File: config.mk
export PLATFORM = sky130hd
export DESIGN_NAME = acc_requant
export DESIGN_NICKNAME = d
export VERILOG_FILES = /design/src/rtl/acc_requant.sv
export SDC_FILE = /design/constraint.sdc
export NUM_CORES = 1
export LEC_CHECK = 0
export CAP_MARGIN = 20
export CELL_PAD_IN_SITES_DETAIL_PLACEMENT = 1
export CELL_PAD_IN_SITES_GLOBAL_PLACEMENT = 1
export CORE_ASPECT_RATIO = 0.75
export CORE_UTILIZATION = 30
export CTS_BUF_LIST = sky130_fd_sc_hd__clkbuf_2 sky130_fd_sc_hd__clkbuf_4 sky130_fd_sc_hd__clkbuf_8
export DETAILED_ROUTE_END_ITERATION = 10
export GPL_TIMING_DRIVEN = 0
export PLACE_DENSITY = 0.61
export SLEW_MARGIN = 40
export SYNTH_ARGS = -nofsm -noshare
export SYNTH_HDL_FRONTEND = slang
export SYNTH_SLANG_ARGS = --single-unit
File: constraint.sdc
create_clock -name clk -period 2.52 [get_ports clk]
set_input_delay 0.504 -clock clk [delete_from_list [all_inputs] [get_ports clk]]
set_output_delay 0.504 -clock clk [all_outputs]
set_load 0.05 [all_outputs]
File: src/rtl/acc_requant.sv
// Accumulator requantizer: round-half-up arithmetic shift, saturation to 16 bits,
// and a small output FIFO whose admission accounts for samples still in the pipe.
module acc_requant #(
  parameter int SHIFT = 8,
  parameter int DEPTH = 4
) (
  input  logic                       clk,
  input  logic                       rst,
  input  logic                       in_valid,
  input  logic signed [31:0]         in_acc,
  output logic                       in_ready,
  output logic                       out_valid,
  output logic signed [15:0]         out_data,
  input  logic                       out_ready,
  output logic                       sat_flag,
  input  logic                       clr_sat,
  output logic [$clog2(DEPTH):0]     level
);

  localparam int AW = $clog2(DEPTH);
  localparam int LW = AW + 1;
  localparam logic [LW:0] DEPTH_V = DEPTH[LW:0];

  function automatic logic signed [32:0] round_shift(input logic signed [31:0] acc);
    logic signed [32:0] ext;
    ext = {acc[31], acc} + (33'sd1 <<< (SHIFT - 1));
    return ext >>> SHIFT;
  endfunction

  function automatic logic is_sat(input logic signed [32:0] r);
    return (r > 33'sd32767) || (r < -33'sd32768);
  endfunction

  function automatic logic signed [15:0] saturate(input logic signed [32:0] r);
    if (r > 33'sd32767)
      return 16'sh7FFF;
    else if (r < -33'sd32768)
      return 16'sh8000;
    else
      return r[15:0];
  endfunction

  logic signed [32:0] r_p1;
  logic               vld_p1;
  logic signed [15:0] q_p2;
  logic               sat_p2;
  logic               vld_p2;

  logic signed [15:0] mem [DEPTH];
  logic [AW-1:0]      wr_ptr;
  logic [AW-1:0]      rd_ptr;
  logic               wr_en;
  logic               rd_en;
  logic [LW:0]        occ;

  // stage 1: widen and round
  always_ff @(posedge clk) begin
    r_p1 <= round_shift(in_acc);
    if (!rst)
      vld_p1 <= 1'b0;
    else
      vld_p1 <= in_valid && in_ready;
  end

  // stage 2: saturate, FIFO write happens on the following edge
  always_ff @(posedge clk) begin
    q_p2   <= saturate(r_p1);
    sat_p2 <= is_sat(r_p1);
    if (!rst)
      vld_p2 <= 1'b0;
    else
      vld_p2 <= vld_p1;
  end

  assign wr_en = vld_p2;
  assign rd_en = out_valid && out_ready;

  always_ff @(posedge clk) begin
    if (wr_en)
      mem[wr_ptr] <= q_p2;
  end

  always_ff @(posedge clk) begin
    if (!rst) begin
      wr_ptr   <= '0;
      rd_ptr   <= '0;
      level    <= '0;
      sat_flag <= 1'b0;
    end else begin
      if (wr_en)
        wr_ptr <= wr_ptr + 1'b1;
      if (rd_en)
        rd_ptr <= rd_ptr + 1'b1;
      case ({wr_en, rd_en})
        2'b10:   level <= level + 1'b1;
        2'b01:   level <= level - 1'b1;
        default: level <= level;
      endcase
      // a saturating write overrides a coincident clear
      if (wr_en && sat_p2)
        sat_flag <= 1'b1;
      else if (clr_sat)
        sat_flag <= 1'b0;
    end
  end

  // count in-flight samples so the FIFO can never be overrun without a stall path
  assign occ       = {1'b0, level} + {{LW{1'b0}}, vld_p1} + {{LW{1'b0}}, vld_p2};
  assign in_ready  = rst && (occ < DEPTH_V);
  assign out_valid = rst && (level != '0);
  assign out_data  = out_valid ? mem[rd_ptr] : 16'sd0;

endmodule

==> metrics, run 1 <==
status=complete, no violations; largest family of logic cells by synthesized area=simple AND/OR/NAND/NOR gates; Max Fclk=roughly 400 MHz; Routed WL per cell=about 14 um; Arrival @ worst endpoint=approximately 1.9 ns; Async S/R FF share, synth=0%; synthesized cell area=4480 um2; # clock sinks=approximately 120; RR Endpoint=level[2]; Pins Over Slew Limit=0; # IOs=between 50 and 60; root buf cell=clkbuf_8; CTS tree=built; post-synthesis adder-cell area fraction=about 2.4%; Yosys warnings=0; ys flop type=edfxtp_1; Tot Pwr=4290 uW; Die Footprint=15400 um2; CP Class=register to output pin; CP max-delay cell=mux4_2; worst setup margin=about 0.08 ns; post-synth top area cell=edfxtp_1; Worst-Margin Slew=0.495 ns; sequential area share after synthesis=67.0%; Max Cap Violations=0; Final #Nets=around 430; CP endpoint=out_data[5]; FP Rows=38; core area=roughly 15000 um2; ant diodes=0; Hold Path Class=register to register; Top delay family on crit path=multiplexers; critical path data required time=approximately 2.0 ns; average size of a mapped cell=between 10 and 15 um2; post-layout util=approximately two fifths; DP Area=5270 um2; distinct cell type count after synthesis=39; share of cells above drive strength 1=approximately 22%; critical path's largest stage delay=between 0.5 and 0.6 ns; Crit. path cell count=5; port buffer count=around 50; # DRC=0; first-pass GRT wire length=13.1 mm; Synth top cells by count=edfxtp_1 (64), dfxtp_1 (54), nand2_1 (43); Max Buffers Root-to-Sink=2; number of global-route vias before repair=2600; CP bufs+invs=3; Initial DRC Count=96; leak pwr=0.00204 uW; clock latency on the worst-skew pair=between 0.4 and 0.5 ns; Worst VDD drop=just over 400 uV; Post-Syn Instances=309; vias after detailed routing=between 2000 and 2500; initial antenna violation count=0; # fillers=between 1500 and 2000; largest net degree at the start of global routing=17; setup slack, reg-to-reg=about 0.27 ns; crit start category=register; die outline width=roughly 140 um; drt pass-1 iters=4; routability cong.=roughly 0.76; DRT Wirelength=roughly 8.3 mm; flops & latches, synth=118; CTS clk-pin slew, worst paths=roughly 0.070 ns; Power Dens Cells=746 nW/um2; Starting Density=a little under a third; Worst R2R Start=level[0]; Synth Area in Compound Gates=under 10%; Setup WS pre-CTS=-0.611 ns; area share of the largest cell type after synthesis=a little over two fifths; CTS H-tree depth=4; Die H=108 um; xor/xnor share of the synthesized area=under 10%; final worst clock skew=0.0100 ns; worst r2r path cells=9; mux contribution to synthesized area=8.48%; final setup fails=0; Post-synth EDFFs=64; crit path cell chain=buf_12, clkbuf_16, mux4_2, and2_1, buf_4; post-DP HPWL=approximately 6 mm; Final min period=about 2.4 ns; Via density=4.18; Synth area leaders=edfxtp_1 (43%), dfxtp_1 (24%), mux4_2 (8.0%); Max-slew headroom=between 60% and 70%; post-synthesis simple-gate area fraction=roughly 13%; Worst setup EP type=output pin; final hold violation count=0; most instantiated library cell after synthesis=edfxtp_1; number of buffers created by CTS=17; RSZ-0062 raised after global routing=no; Final period util=96.8%; Tot GR Track Use=a little under an eighth; Syn Nets=between 300 and 400; synth-to-layout area growth=28.4%; peak fanout along the critical path=8; Finished Cell Area=around 5800 um2; Post-CTS Hold Fix Bufs=0; GRT Residual Overflow=0; Final ANT Viol Nets=0
==> cell type report <==
| cell class | count | area (um2) | share of cell area [%] |
|---|---|---|---|
| timing repair buffer | 55 | 559 | 9.71 |
| clock inverter | 14 | 184 | 3.19 |
| clock buffer | 18 | 241 | 4.19 |
| tap | 200 | 250 | 4.35 |
| multi-input combinational | 170 | 1400 | 24.4 |
| sequential | 118 | 3010 | 52.2 |
| inverter | 11 | 41.3 | 0.717 |
| buffer | 9 | 72.6 | 1.26 |
==> layout by cell type (no fill, tap or decap), types with 8 or more instances in the layout <==
| cell type | Yosys | layout |
|---|---|---|
| and2_1 | 27 | 24 |
| clkbuf_8 | 0 | 17 |
| clkdlybuf4s50_1 | 0 | 33 |
| dfxtp_1 | 54 | 52 |
| edfxtp_1 | 64 | 64 |
| inv_1 | 11 | 11 |
| mux4_2 | 16 | 16 |
| nand2_1 | 43 | 43 |
| nand3_1 | 8 | 8 |
| xnor2_1 | 20 | 20 |
==> state kept, by name (all words and copies together) (netlist names), named ones only <==
signal    flops
q_p2         16
mem          64
sat_flag      1
sat_p2        1
vld_p2        1
wr_ptr        2
level         3
r_p1         25
rd_ptr        2
vld_p1        1
==> how the worst min path moves through the flow <==
stage | slack (ns) | to | depth (start not counted) | from
global placement | 0.42 | q_p2[5] | 2 | r_p1[5]
CTS | 0.43 | q_p2[14] | 2 | r_p1[14]
finish | 0.43 | q_p2[14] | 2 | r_p1[14]
detailed placement | 0.42 | q_p2[6] | 2 | r_p1[6]
global route | 0.44 | q_p2[14] | 2 | r_p1[14]
floorplan | 0.40 | q_p2[0] | 2 | r_p1[0]
==> power breakdown <==
part	total, uW	switching (uW)	internal [uW]	leakage, uW
sequential	2140	41.5	2100	0.00103
combinational	336	180	156	0.000802
clock	1820	741	1080	0.000211
==> per-layer routing <==
layer	global-route usage, %	share of wire [%]
met2	18.6	46
met4	5.53	1.5
met3	3.29	4.4
met5	0	0
met1	14.8	48
==> logic make-up after synthesis <==
group                      after synthesis
DFF                                    118
and+or+nand+nor                        108
xor gates and xnor gates                27
buffers and inverters                   21
muxes                                   18
AOI/OAI and AO/OA                        9
adders and majority gates                8
==> what timing repair did <==
item / CTS / global route
endpoints found under the setup margin: 19 / 14
resized for setup: 84 / 18
cloned: 0 / 1
buffers inserted: 1 / 0
==> through the flow <==
| stage | hold slack (ns) | TNS [ns] | std cells |
|---|---|---|---|
| floorplan | 0.400 | 0 | 309 |
| global placement | 0.418 | -8.60 | 560 |
| detailed placement | 0.417 | -9.19 | 562 |
| CTS | 0.432 | 0 | 594 |
| global route | 0.438 | 0 | 595 |
| finish | 0.430 | 0 | 595 |
==> worst min-delay path, cell delays in order (launching register included) <==
cell and delay (ns):
dfxtp_1 0.30, nand2_1 0.05, nand2_1 0.04
No activity file was read; power rests on OpenSTA's default activity.
==> run 2: changes to the inputs <==
--- a/config.mk
+++ b/config.mk
@@ -14,6 +14,7 @@
 export DETAILED_ROUTE_END_ITERATION = 10
 export GPL_TIMING_DRIVEN = 0
 export PLACE_DENSITY = 0.61
+export RECOVER_POWER = 50
 export SLEW_MARGIN = 40
 export SYNTH_ARGS = -nofsm -noshare
 export SYNTH_HDL_FRONTEND = slang
==> metrics, run 2 (synthesis results as in run 1) <==
status=complete, no violations (unchanged); first-pass GRT wire length=13.1 mm (unchanged); Via density=4.18 (about the same); Die H=108 um (unchanged); Max Cap Violations=0 (unchanged); Worst-Margin Slew=0.758 ns (was 0.495 ns); # DRC=0 (unchanged); root buf cell=clkbuf_8 (unchanged); Worst setup EP type=output pin (unchanged); DRT Wirelength=8.34 mm (unchanged); critical path data required time=2.02 ns (about the same); critical path's largest stage delay=0.51 ns (about the same); Final min period=2.44 ns (about the same); vias after detailed routing=2490 (was 2486); Tot Pwr=4290 uW (about the same); FP Rows=38 (unchanged); Max Fclk=410 MHz (about the same); Max-slew headroom=49.1% (was 66.9%); initial antenna violation count=0 (unchanged); Routed WL per cell=14.0 um (unchanged); WL met3=371 um (unchanged); commonest non-fill, non-tap cells in the layout=edfxtp_1 (64), dfxtp_1 (52), nand2_1 (43) (unchanged); met2 wire length=3.88 mm (was 3.87 mm); drt pass-1 iters=4 (unchanged); Worst R2R Start=level[0] (unchanged); final setup fails=0 (unchanged); worst setup margin=0.0803 ns (was 0.0805 ns); Arrival @ worst endpoint=1.94 ns (about the same); post-DP HPWL=5.98 mm (unchanged); Final #Nets=427 (unchanged); hold worst-path end=q_p2[14] (unchanged); # fillers=1542 (was 1541); crit path cell chain=buf_12, clkbuf_16, mux4_2, and2_1, buf_4 (unchanged); GRT Residual Overflow=0 (unchanged); CTS tree=built (unchanged); number of flip-flops in the largest register=64 (unchanged); Final period util=96.8% (about the same); CTS H-tree depth=4 (unchanged); CP Class=register to output pin (unchanged); routability cong.=0.761 (unchanged); CP max-delay cell=mux4_2 (unchanged); area of the multi-input gates=1400 um2 (about the same); Highest Signal Layer=met4 (unchanged); final setup TNS=0 ns (unchanged); Setup WS pre-CTS=-0.611 ns (unchanged); final hold violation count=0 (unchanged); RSZ-0062 raised after global routing=no (unchanged); ant diodes=0 (unchanged); clock latency on the worst-skew pair=0.41 ns (about the same); Hold Path Depth=2 (unchanged); worst r2r path cells=9 (unchanged); M1 WL=3.97 mm (was 3.98 mm); port buffer count=51 (unchanged); core area=14500 um2 (unchanged); Tot GR Track Use=11.7% (unchanged); number of global-route vias before repair=2600 (unchanged); crit start category=register (unchanged); most flop-heavy register=mem (unchanged); RR Endpoint=level[2] (unchanged); Power Dens Cells=746 nW/um2 (about the same); HP Start=r_p1[14] (unchanged); share of cells above drive strength 1=21.3% (was 21.8%); # IOs=59 (unchanged); Max Buffers Root-to-Sink=2 (unchanged); Sequential Area=3010 um2 (unchanged); # clock sinks=118 (unchanged); synth-to-layout area growth=28.3% (was 28.4%); Post-CTS Hold Fix Bufs=0 (unchanged); DP Area=5270 um2 (unchanged); Hold Path Class=register to register (unchanged); Finished Cell Area=5750 um2 (was 5760 um2); Final ANT Viol Nets=0 (unchanged); peak fanout along the critical path=8 (unchanged); setup slack, reg-to-reg=0.27 ns (about the same); CTS clk-pin slew, worst paths=0.07 ns (about the same); CP bufs+invs=3 (unchanged); number of buffers created by CTS=17 (unchanged); Die Footprint=15400 um2 (unchanged); leak pwr=0.00203 uW (was 0.00204 uW); largest net degree at the start of global routing=17 (unchanged); Pins Over Slew Limit=0 (unchanged); commonest non-fill, non-tap cell in the layout=edfxtp_1 (unchanged); Starting Density=30.8% (unchanged); Largest regs=mem: 64 flops, r_p1: 25 flops, q_p2: 16 flops (unchanged); Initial DRC Count=94 (was 96); die outline width=143 um (unchanged); Top delay family on crit path=multiplexers (unchanged); Worst VDD drop=405 uV (about the same); final worst clock skew=0.0100 ns (about the same)
[run 2: worst max path at each step]
stage,to,slack (ns),cells past startpoint,startpoint
6_report,out_data[5],0.08,5,register
3_3_place_gp,out_data[13],-0.58,5,rst
5_1_grt,out_valid,0.002,5,rst
2_1_floorplan,level[2],0.11,8,level[0]
3_5_place_dp,out_data[8],-0.61,5,rst
4_1_cts,out_data[11],0.004,5,register
[run 2: routing by layer]
layer  vias up  GRT usage, %
met5         -             0
met3        10          3.29
met4         0          5.53
met2        55          18.6
met1      1181          14.8
li1       1244             -
[run 2: tightest hold or removal path, delay by kind of cell, from the launching register on]
family / cells / cell delay [ns]
flip-flops: 1 / 0.30
AND/OR/NAND/NOR: 2 / 0.09
[run 2: timing repair]
| item | CTS | global route |
|---|---|---|
| hold endpoints to repair | 0 | 0 |
| cloned | 0 | 1 |
| resized for setup | 84 | 18 |
| pin swaps | 0 | 0 |
| endpoints found under the setup margin | 19 | 14 |
| buffers inserted | 1 | 0 |
[run 2: stage by stage]
stage	instances	util, %	hold slack [ns]
floorplan	309	-	0.400
global placement	560	36.1	0.418
detailed placement	562	36.2	0.417
CTS	594	39.2	0.432
global route	595	39.5	0.438
finish	595	39.5	0.430
[run 2: layout make-up]
| class | instances | share of cell area (%) |
|---|---|---|
| Sequential cell | 118 | 52.3 |
| Multi-Input combinational cell | 170 | 24.3 |
| Timing Repair Buffer | 55 | 9.72 |
| Tap cell | 200 | 4.35 |
| Clock buffer | 18 | 4.20 |
| Clock inverter | 14 | 3.20 |
| Buffer | 9 | 1.24 |
| Inverter | 11 | 0.718 |
[run 2: where the power goes]
part / internal, uW / switching, uW
Sequential: 2100 / 41.4
Combinational: 155 / 180
Clock: 1080 / 742
Total: 3330 / 963
